<file path="config.mk">
export PLATFORM = sky130hd
export DESIGN_NAME = jolt_finder_stream_flat
export DESIGN_NICKNAME = d
export VERILOG_FILES = /design/src/rtl/jolt_pkg.sv /design/src/rtl/jolt_finder_stream_if.sv /design/src/rtl/jolt_finder_stream_bcd_adder.sv /design/src/rtl/jolt_finder_stream.sv /design/src/flat_wrapper.sv
export SDC_FILE = /design/constraint.sdc
export NUM_CORES = 1
export LEC_CHECK = 0
export ABC_AREA = 1
export CAP_MARGIN = 15
export CORE_ASPECT_RATIO = 0.6
export CORE_MARGIN = 2
export CORE_UTILIZATION = 40
export DETAILED_ROUTE_END_ITERATION = 6
export PLACE_DENSITY = 0.6
export REMOVE_ABC_BUFFERS = 1
export SETUP_SLACK_MARGIN = 0.02
export SLEW_MARGIN = 20
export SYNTH_ARGS = -nofsm -noshare
export SYNTH_HDL_FRONTEND = slang
export SYNTH_SLANG_ARGS = --single-unit
</file>
<file path="constraint.sdc">
create_clock -name clk -period 40.1 [get_ports clk]
set_input_delay 6.015 -clock clk [delete_from_list [all_inputs] [get_ports clk]]
set_output_delay 6.015 -clock clk [all_outputs]
set_load 0.005 [all_outputs]
</file>
<file path="src/rtl/jolt_pkg.sv">
// Shared types and helpers for the streaming max-joltage finder.
// State encoding, BCD width and digit validity check.
package jolt_pkg;
  localparam int BCD_W = 4;

  typedef enum logic [1:0] {
    LOAD,
    SCAN,
    OUT
  } state_t;

  function automatic logic bcd_ok(input logic [BCD_W-1:0] d);
    return d <= 4'd9;
  endfunction
endpackage

</file>
<file path="src/rtl/jolt_finder_stream_if.sv">
// Digit input stream and per-bank result stream of the joltage finder.
// master drives digits and out_ready; slave is the finder itself.
interface jolt_finder_stream_if #(
  parameter int MAX_LEN  = 128,
  parameter int NUM_PICK = 2
) ();
  localparam int POS_W = $clog2(MAX_LEN);

  logic                  in_valid;
  logic                  in_ready;
  logic [3:0]            in_digit;
  logic                  in_last;
  logic                  out_valid;
  logic                  out_ready;
  logic [4*NUM_PICK-1:0] out_bcd;
  logic [POS_W-1:0]      out_pos;
  logic                  out_err;

  modport master (
    output in_valid, in_digit, in_last, out_ready,
    input  in_ready, out_valid, out_bcd, out_pos, out_err
  );

  modport slave (
    input  in_valid, in_digit, in_last, out_ready,
    output in_ready, out_valid, out_bcd, out_pos, out_err
  );
endinterface

</file>
<file path="src/rtl/jolt_finder_stream_bcd_adder.sv">
// Combinational ripple BCD adder; sum wraps modulo 10^DIGITS.
// Each digit adds with carry and corrects by +6 above nine.
module bcd_adder
  import jolt_pkg::*;
#(
  parameter int DIGITS = 16
) (
  input  logic [BCD_W*DIGITS-1:0] i_a,
  input  logic [BCD_W*DIGITS-1:0] i_b,
  output logic [BCD_W*DIGITS-1:0] o_sum
);
  always_comb begin
    logic       c;
    logic [4:0] s;
    c     = 1'b0;
    s     = '0;
    o_sum = '0;
    for (int i = 0; i < DIGITS; i++) begin
      s = {1'b0, i_a[i*BCD_W +: BCD_W]}
        + {1'b0, i_b[i*BCD_W +: BCD_W]}
        + {4'b0, c};
      c = (s > 5'd9);
      if (c) s = s + 5'd6;
      o_sum[i*BCD_W +: BCD_W] = s[3:0];
    end
  end
endmodule

</file>
<file path="src/rtl/jolt_finder_stream.sv">
// Streaming max-joltage finder: buffers a bank, greedily picks NUM_PICK
// digits forming the largest number, and keeps a running BCD sum.
module jolt_finder_stream
  import jolt_pkg::*;
#(
  parameter int MAX_LEN    = 128,
  parameter int NUM_PICK   = 2,
  parameter int ACC_DIGITS = 16
) (
  input  logic                        clk,
  input  logic                        rst,
  jolt_finder_stream_if.slave         bus,
  input  logic                        sum_clr,
  output logic [BCD_W*ACC_DIGITS-1:0] sum_bcd
);
  localparam int POS_W = $clog2(MAX_LEN);
  localparam int CNT_W = $clog2(MAX_LEN + 1);
  localparam int OUT_W = BCD_W * NUM_PICK;
  localparam int ACC_W = BCD_W * ACC_DIGITS;

  state_t           r_state, w_next;
  logic [BCD_W-1:0] r_buf [MAX_LEN];
  logic [CNT_W-1:0] r_count, r_idx, r_k, r_arg;
  logic [BCD_W-1:0] r_max;
  logic             r_first, r_ovf, r_bad;
  logic [OUT_W-1:0] r_bcd;
  logic [POS_W-1:0] r_pos;
  logic             r_err;
  logic [ACC_W-1:0] r_sum, w_sum_nx, w_addend;

  logic             w_in_hs, w_out_hs, w_room;
  logic [BCD_W-1:0] w_rd, w_max;
  logic [CNT_W-1:0] w_arg, w_lim;
  logic             w_take, w_wend, w_skip, w_done;
  logic [OUT_W-1:0] w_shift;

  assign w_in_hs  = (r_state == LOAD) && bus.in_valid;
  assign w_out_hs = (r_state == OUT) && bus.out_ready;
  assign w_room   = r_count < CNT_W'(MAX_LEN);

  assign w_rd   = r_buf[r_idx[POS_W-1:0]];
  assign w_take = r_first || (w_rd > r_max);
  assign w_max  = w_take ? w_rd : r_max;
  assign w_arg  = w_take ? r_idx : r_arg;
  assign w_lim  = r_count - CNT_W'(NUM_PICK) + r_k;
  // a 9 cannot be beaten, so the window may stop there
  assign w_wend = (r_idx == w_lim) || (w_max == 4'd9);
  assign w_skip = r_ovf || r_bad || (r_count < CNT_W'(NUM_PICK));
  assign w_done = w_skip || (w_wend && (r_k == CNT_W'(NUM_PICK - 1)));

  if (NUM_PICK == 1) begin : g_one
    assign w_shift = w_max;
  end else begin : g_many
    assign w_shift = {r_bcd[OUT_W-BCD_W-1:0], w_max};
  end

  always_ff @(posedge clk) begin
    if (rst) r_state <= LOAD;
    else     r_state <= w_next;
  end

  always_comb begin
    w_next        = r_state;
    bus.in_ready  = 1'b0;
    bus.out_valid = 1'b0;
    unique case (r_state)
      LOAD: begin
        bus.in_ready = 1'b1;
        if (bus.in_valid && bus.in_last) w_next = SCAN;
      end
      SCAN: if (w_done) w_next = OUT;
      OUT: begin
        bus.out_valid = 1'b1;
        if (bus.out_ready) w_next = LOAD;
      end
      default: w_next = LOAD;
    endcase
  end

  always_ff @(posedge clk) begin
    if (w_in_hs && w_room) r_buf[r_count[POS_W-1:0]] <= bus.in_digit;
  end

  always_ff @(posedge clk) begin
    if (rst) begin
      r_count <= '0;
      r_idx   <= '0;
      r_k     <= '0;
      r_arg   <= '0;
      r_max   <= '0;
      r_first <= 1'b1;
      r_ovf   <= 1'b0;
      r_bad   <= 1'b0;
      r_bcd   <= '0;
      r_pos   <= '0;
      r_err   <= 1'b0;
    end else begin
      unique case (r_state)
        LOAD: if (w_in_hs) begin
          if (w_room) r_count <= r_count + CNT_W'(1);
          else        r_ovf   <= 1'b1;
          if (!bcd_ok(bus.in_digit)) r_bad <= 1'b1;
          if (bus.in_last) begin
            r_idx   <= '0;
            r_k     <= '0;
            r_first <= 1'b1;
            r_err   <= 1'b0;
          end
        end
        SCAN: if (w_skip) begin
          r_bcd <= '0;
          r_pos <= '0;
          r_err <= 1'b1;
        end else begin
          r_max <= w_max;
          r_arg <= w_arg;
          if (w_wend) begin
            r_bcd   <= w_shift;
            if (r_k == '0) r_pos <= w_arg[POS_W-1:0];
            r_k     <= r_k + CNT_W'(1);
            r_idx   <= w_arg + CNT_W'(1);
            r_first <= 1'b1;
          end else begin
            r_idx   <= r_idx + CNT_W'(1);
            r_first <= 1'b0;
          end
        end
        OUT: if (bus.out_ready) begin
          r_count <= '0;
          r_ovf   <= 1'b0;
          r_bad   <= 1'b0;
        end
        default: ;
      endcase
    end
  end

  assign w_addend = ACC_W'(r_bcd);

  bcd_adder #(.DIGITS(ACC_DIGITS)) u_add (
    .i_a   (r_sum),
    .i_b   (w_addend),
    .o_sum (w_sum_nx)
  );

  always_ff @(posedge clk) begin
    if (rst || sum_clr)           r_sum <= '0;
    else if (w_out_hs && !r_err)  r_sum <= w_sum_nx;
  end

  assign bus.out_bcd = r_bcd;
  assign bus.out_pos = r_pos;
  assign bus.out_err = r_err;
  assign sum_bcd     = r_sum;
endmodule

</file>
<file path="src/flat_wrapper.sv">
// flat-port wrapper written by rule: the top's interface ports become plain ports
module jolt_finder_stream_flat import jolt_pkg::*;
#(
  parameter int MAX_LEN    = 128,
  parameter int NUM_PICK   = 2,
  parameter int ACC_DIGITS = 16
)
  (clk, rst, sum_clr, sum_bcd, bus_in_valid, bus_in_digit, bus_in_last, bus_out_ready, bus_in_ready, bus_out_valid, bus_out_bcd, bus_out_pos, bus_out_err);
  jolt_finder_stream_if #(.MAX_LEN(MAX_LEN), .NUM_PICK(NUM_PICK)) bus_i ();
  input  logic clk;
  input  logic rst;
  input  logic sum_clr;
  output logic [BCD_W*ACC_DIGITS-1:0] sum_bcd;
  input wire logic [$bits(bus_i.in_valid)-1:0] bus_in_valid;
  input wire logic [$bits(bus_i.in_digit)-1:0] bus_in_digit;
  input wire logic [$bits(bus_i.in_last)-1:0] bus_in_last;
  input wire logic [$bits(bus_i.out_ready)-1:0] bus_out_ready;
  output wire logic [$bits(bus_i.in_ready)-1:0] bus_in_ready;
  output wire logic [$bits(bus_i.out_valid)-1:0] bus_out_valid;
  output wire logic [$bits(bus_i.out_bcd)-1:0] bus_out_bcd;
  output wire logic [$bits(bus_i.out_pos)-1:0] bus_out_pos;
  output wire logic [$bits(bus_i.out_err)-1:0] bus_out_err;
  assign bus_i.in_valid = bus_in_valid;
  assign bus_i.in_digit = bus_in_digit;
  assign bus_i.in_last = bus_in_last;
  assign bus_i.out_ready = bus_out_ready;
  assign bus_in_ready = bus_i.in_ready;
  assign bus_out_valid = bus_i.out_valid;
  assign bus_out_bcd = bus_i.out_bcd;
  assign bus_out_pos = bus_i.out_pos;
  assign bus_out_err = bus_i.out_err;
  jolt_finder_stream #(.MAX_LEN(MAX_LEN), .NUM_PICK(NUM_PICK), .ACC_DIGITS(ACC_DIGITS)) u_core (.clk(clk), .rst(rst), .bus(bus_i), .sum_clr(sum_clr), .sum_bcd(sum_bcd));
endmodule
</file>
==> reports/qor.csv <==
stage;metric;value;unit
clock_tree;postcts setup bufs;0;
routing;initial DRC count;2317;
floorplanning;initial core utilization;0.402;
sta;Worst slew margin;0.335;
cells_and_area;most common cell after layout, fill and taps aside;nand2_1;
floorplanning;I/O Pins;92;
sta;Tightest Pin Transition;0.998;ns
synth;Netlist cell types;54;
synth;cell area after synthesis;29400;um^2
power_and_ir_drop;power share of the clock group;0.437;
setup_path;crit end category;register;
sta;setup TNS;0;ns
routing;Total Wirelength;78700;um
synth;Mapped Cells;2953;
routing;drt pass-1 iters;6;
clock_tree;H-tree depth;2;
place;Detail Placement HPWL;49400;um
power_and_ir_drop;Leak;12.5;nW
routing;via count;21600;
setup_path;crit-path most repeated cell;ha_1;
clock_tree;Root Buffer Master;clkbuf_16;
synth;dominant cell type by area after synthesis;edfxtp_1;
sta;minimum clock period;21.87;ns
routing;WL per Instance;19.6;um
floorplanning;placement row count;77;
synth;ys flop type;edfxtp_1;
sta;Hold Vio Cnt, Final;0;
floorplanning;die area;75900;um^2
synth;FFs w/ async S/R, synth;0;
synth;synthesized area per cell;9.97;um^2
global_route;routing usage on met3;0.0396;
routing;vias per inst;5.38;
clock_tree;TritonCTS Sinks;640;
power_and_ir_drop;Pint;1.10;mW
min_path;Hold Path Depth;2;
global_route;vias in the first global route;20600;
power_and_ir_drop;combinational fraction of design power;0.049;
routing;ANT nets after route;0;
synth;Synth top area share;0.522;
sta;Pins Over Slew Limit;0;
place;Post-DP Area;30900;um^2
setup_path;CP startpoint kind;register;
power_and_ir_drop;Tot Pwr;1.41;mW
synth;number of synthesized flops with an enable pin;512;
sta;crit share post-route;0.545;
clock_tree;TritonCTS Buffers;58;
setup_path;crit path kind;register to register;
clock_tree;CTS tree;built;
floorplanning;Core Area;73200;um^2
setup_path;Critical Path AT;22.38;ns
cells_and_area;layout cells sized above 1;0.0617;
synth;flops & latches, synth;640;
synth;Seq/Total Area, Yosys;0.609;
global_route;first-pass GRT wire length;121000;um
cells_and_area;most frequent cells in the layout;nand2_1 (745), nand3_1 (562), edfxtp_1 (512);
floorplanning;DIE HEIGHT;214;um
cells_and_area;synth-to-layout area growth;12.2;%
clock_tree;clk buf depth;3;
setup_path;crit-path max FO;5;
setup_path;CP required;40.61;ns
cells_and_area;Final Cell Area;33000;um^2
global_route;largest net degree at the start of global routing;96;
floorplanning;DIE WIDTH;354;um
run_status;outcome;completed;
cells_and_area;Nets;3086;
global_route;Total Routing Usage GR;0.203;
clock_tree;Worst-path clk slew;0.07;ns
power_and_ir_drop;Seq pwr share;0.514;
power_and_ir_drop;PD cells;42.6;nW/um^2
sta;Setup Viol. Count Final;0;
run;max-cap violations;0;
power_and_ir_drop;worst vdd ir;33.3;uV
min_path;Hold Path Class;register to register;
power_and_ir_drop;sw frac;0.222;
global_route;gr ovfl total;0;
synth;Yosys Warn Count;0;
sta;Peak Freq;0.0457;GHz
power_and_ir_drop;Net Switching;313;uW
global_route;met1 GRT Util;0.321;
global_route;M2 GR Usage;0.287;
cells_and_area;# diodes;0;
setup_path;Crit-path slowest cell;fa_1;
clock_tree;Hold Buf Count CTS;0;
sta;RSZ-0062 raised after global routing;no;
setup_path;Worst R2R Path Depth;152;
sta;Post-Route Skew;0.0255;ns
clock_tree;Skew-Pair Late Insertion Delay;0.63;ns
clock_tree;Resize count post-CTS;0;
place;I/O Buffers;91;
synth;Synth area leaders;edfxtp_1 (52%), nand3_1 (9.6%), nand2_1 (9.5%);
place;GPL Wtd Cong;0.900;
global_route;GR peak layer;met1;
global_route;initial antenna violation count;0;
routing;drt drc;0;
setup_path;worst stage delay on the critical path;0.41;ns
-- power by group through the flow --
stage          combinational, mW  sequential (mW)  clock (mW)
3_3_place_gp              0.0668            0.738           0
3_5_place_dp              0.0682            0.738           0
2_1_floorplan             0.0357            0.738           0
6_report                  0.0691            0.724       0.616
5_1_grt                   0.0759            0.724       0.651
4_1_cts                   0.0684            0.724       0.625
-- state kept, by name, indices dropped and copies added (netlist names), 2 cells and up, named ones only --
register,flops
u_core.r_buf,512
u_core.sum_bcd,64
u_core.bus.out_bcd,8
u_core.r_arg,8
u_core.r_count,8
u_core.r_idx,8
u_core.r_k,8
u_core.bus.out_pos,7
u_core.r_max,4
u_core.r_state,2
-- final cells by class --
type,count,area [um^2]
clock buffer,61,1460
timing repair buffer,116,1100
tap,987,1230
fill,6751,40200
sequential,640,17900
clock inverter,48,638
multi-input combinational,1981,9950
inverter,187,709
-- layer usage --
metal | up-vias | wire length, um
li1 | 10200 | -
met4 | 0 | 1220
met2 | 900 | 32200
met5 | - | 0
met1 | 10500 | 38200
met3 | 100 | 7090
-- kinds of logic (layout without fill, tap and decap cells) --
logic type | count (synthesis) | count (layout) | synth area share
buffers and inverters | 332 | 412 | 0.0538
adders and majority gates | 92 | 92 | 0.0401
muxes | 1 | 1 | 0.000340
DFF | 640 | 640 | 0.609
AOI/OAI and AO/OA | 197 | 197 | 0.0391
xor gates and xnor gates | 75 | 75 | 0.0223
and+or+nand+nor | 1616 | 1616 | 0.235
-- stage by stage --
step | setup slack [ns] | hold WS, ns | cells | utilization
3_5_place_dp | 18.42 | 0.453 | 3911 | 0.422
2_1_floorplan | 21.15 | 0.441 | 2808 | -
5_1_grt | 16.25 | 0.481 | 4020 | 0.451
4_1_cts | 18.36 | 0.462 | 4020 | 0.451
6_report | 18.23 | 0.462 | 4020 | 0.451
3_3_place_gp | 19.91 | 0.452 | 3911 | 0.422
-- path summary, 6_finish.rpt --
kind | start | to | slack [ns]
min reg2reg | u_core.r_ovf$_SDFFE_PP0P_ | u_core.r_ovf$_SDFFE_PP0P_ | 0.46
max | u_core.bus.out_bcd[0]$_SDFFE_PP0P_ | u_core.sum_bcd[61]$_SDFFE_PP0P_ | 18.23
max reg2reg | u_core.bus.out_bcd[0]$_SDFFE_PP0P_ | u_core.sum_bcd[61]$_SDFFE_PP0P_ | 18.23
min | u_core.r_ovf$_SDFFE_PP0P_ | u_core.r_ovf$_SDFFE_PP0P_ | 0.46
-- cells in the mapped netlist (all sizes together), types with 6 or more instances --
cell type  number
a21oi          70
buf           105
clkbuf         40
dfxtp         128
edfxtp        512
ha             88
inv           184
nand2         754
nand3         565
nor2          267
nor3           11
o211ai          9
o21ai          88
o221a          15
or2             6
xnor2          14
xor2           61
-- worst max-delay path: cells and delay by family (launching register included) --
kind / cells / cell delay (ns)
fa+ha+maj: 48 / 10.76
simple gates: 60 / 5.49
xor+xnor: 17 / 2.69
buf+inv: 21 / 1.95
compound gates: 6 / 0.54
flops: 1 / 0.38
Note: power is estimated with default switching activity, not from simulation.
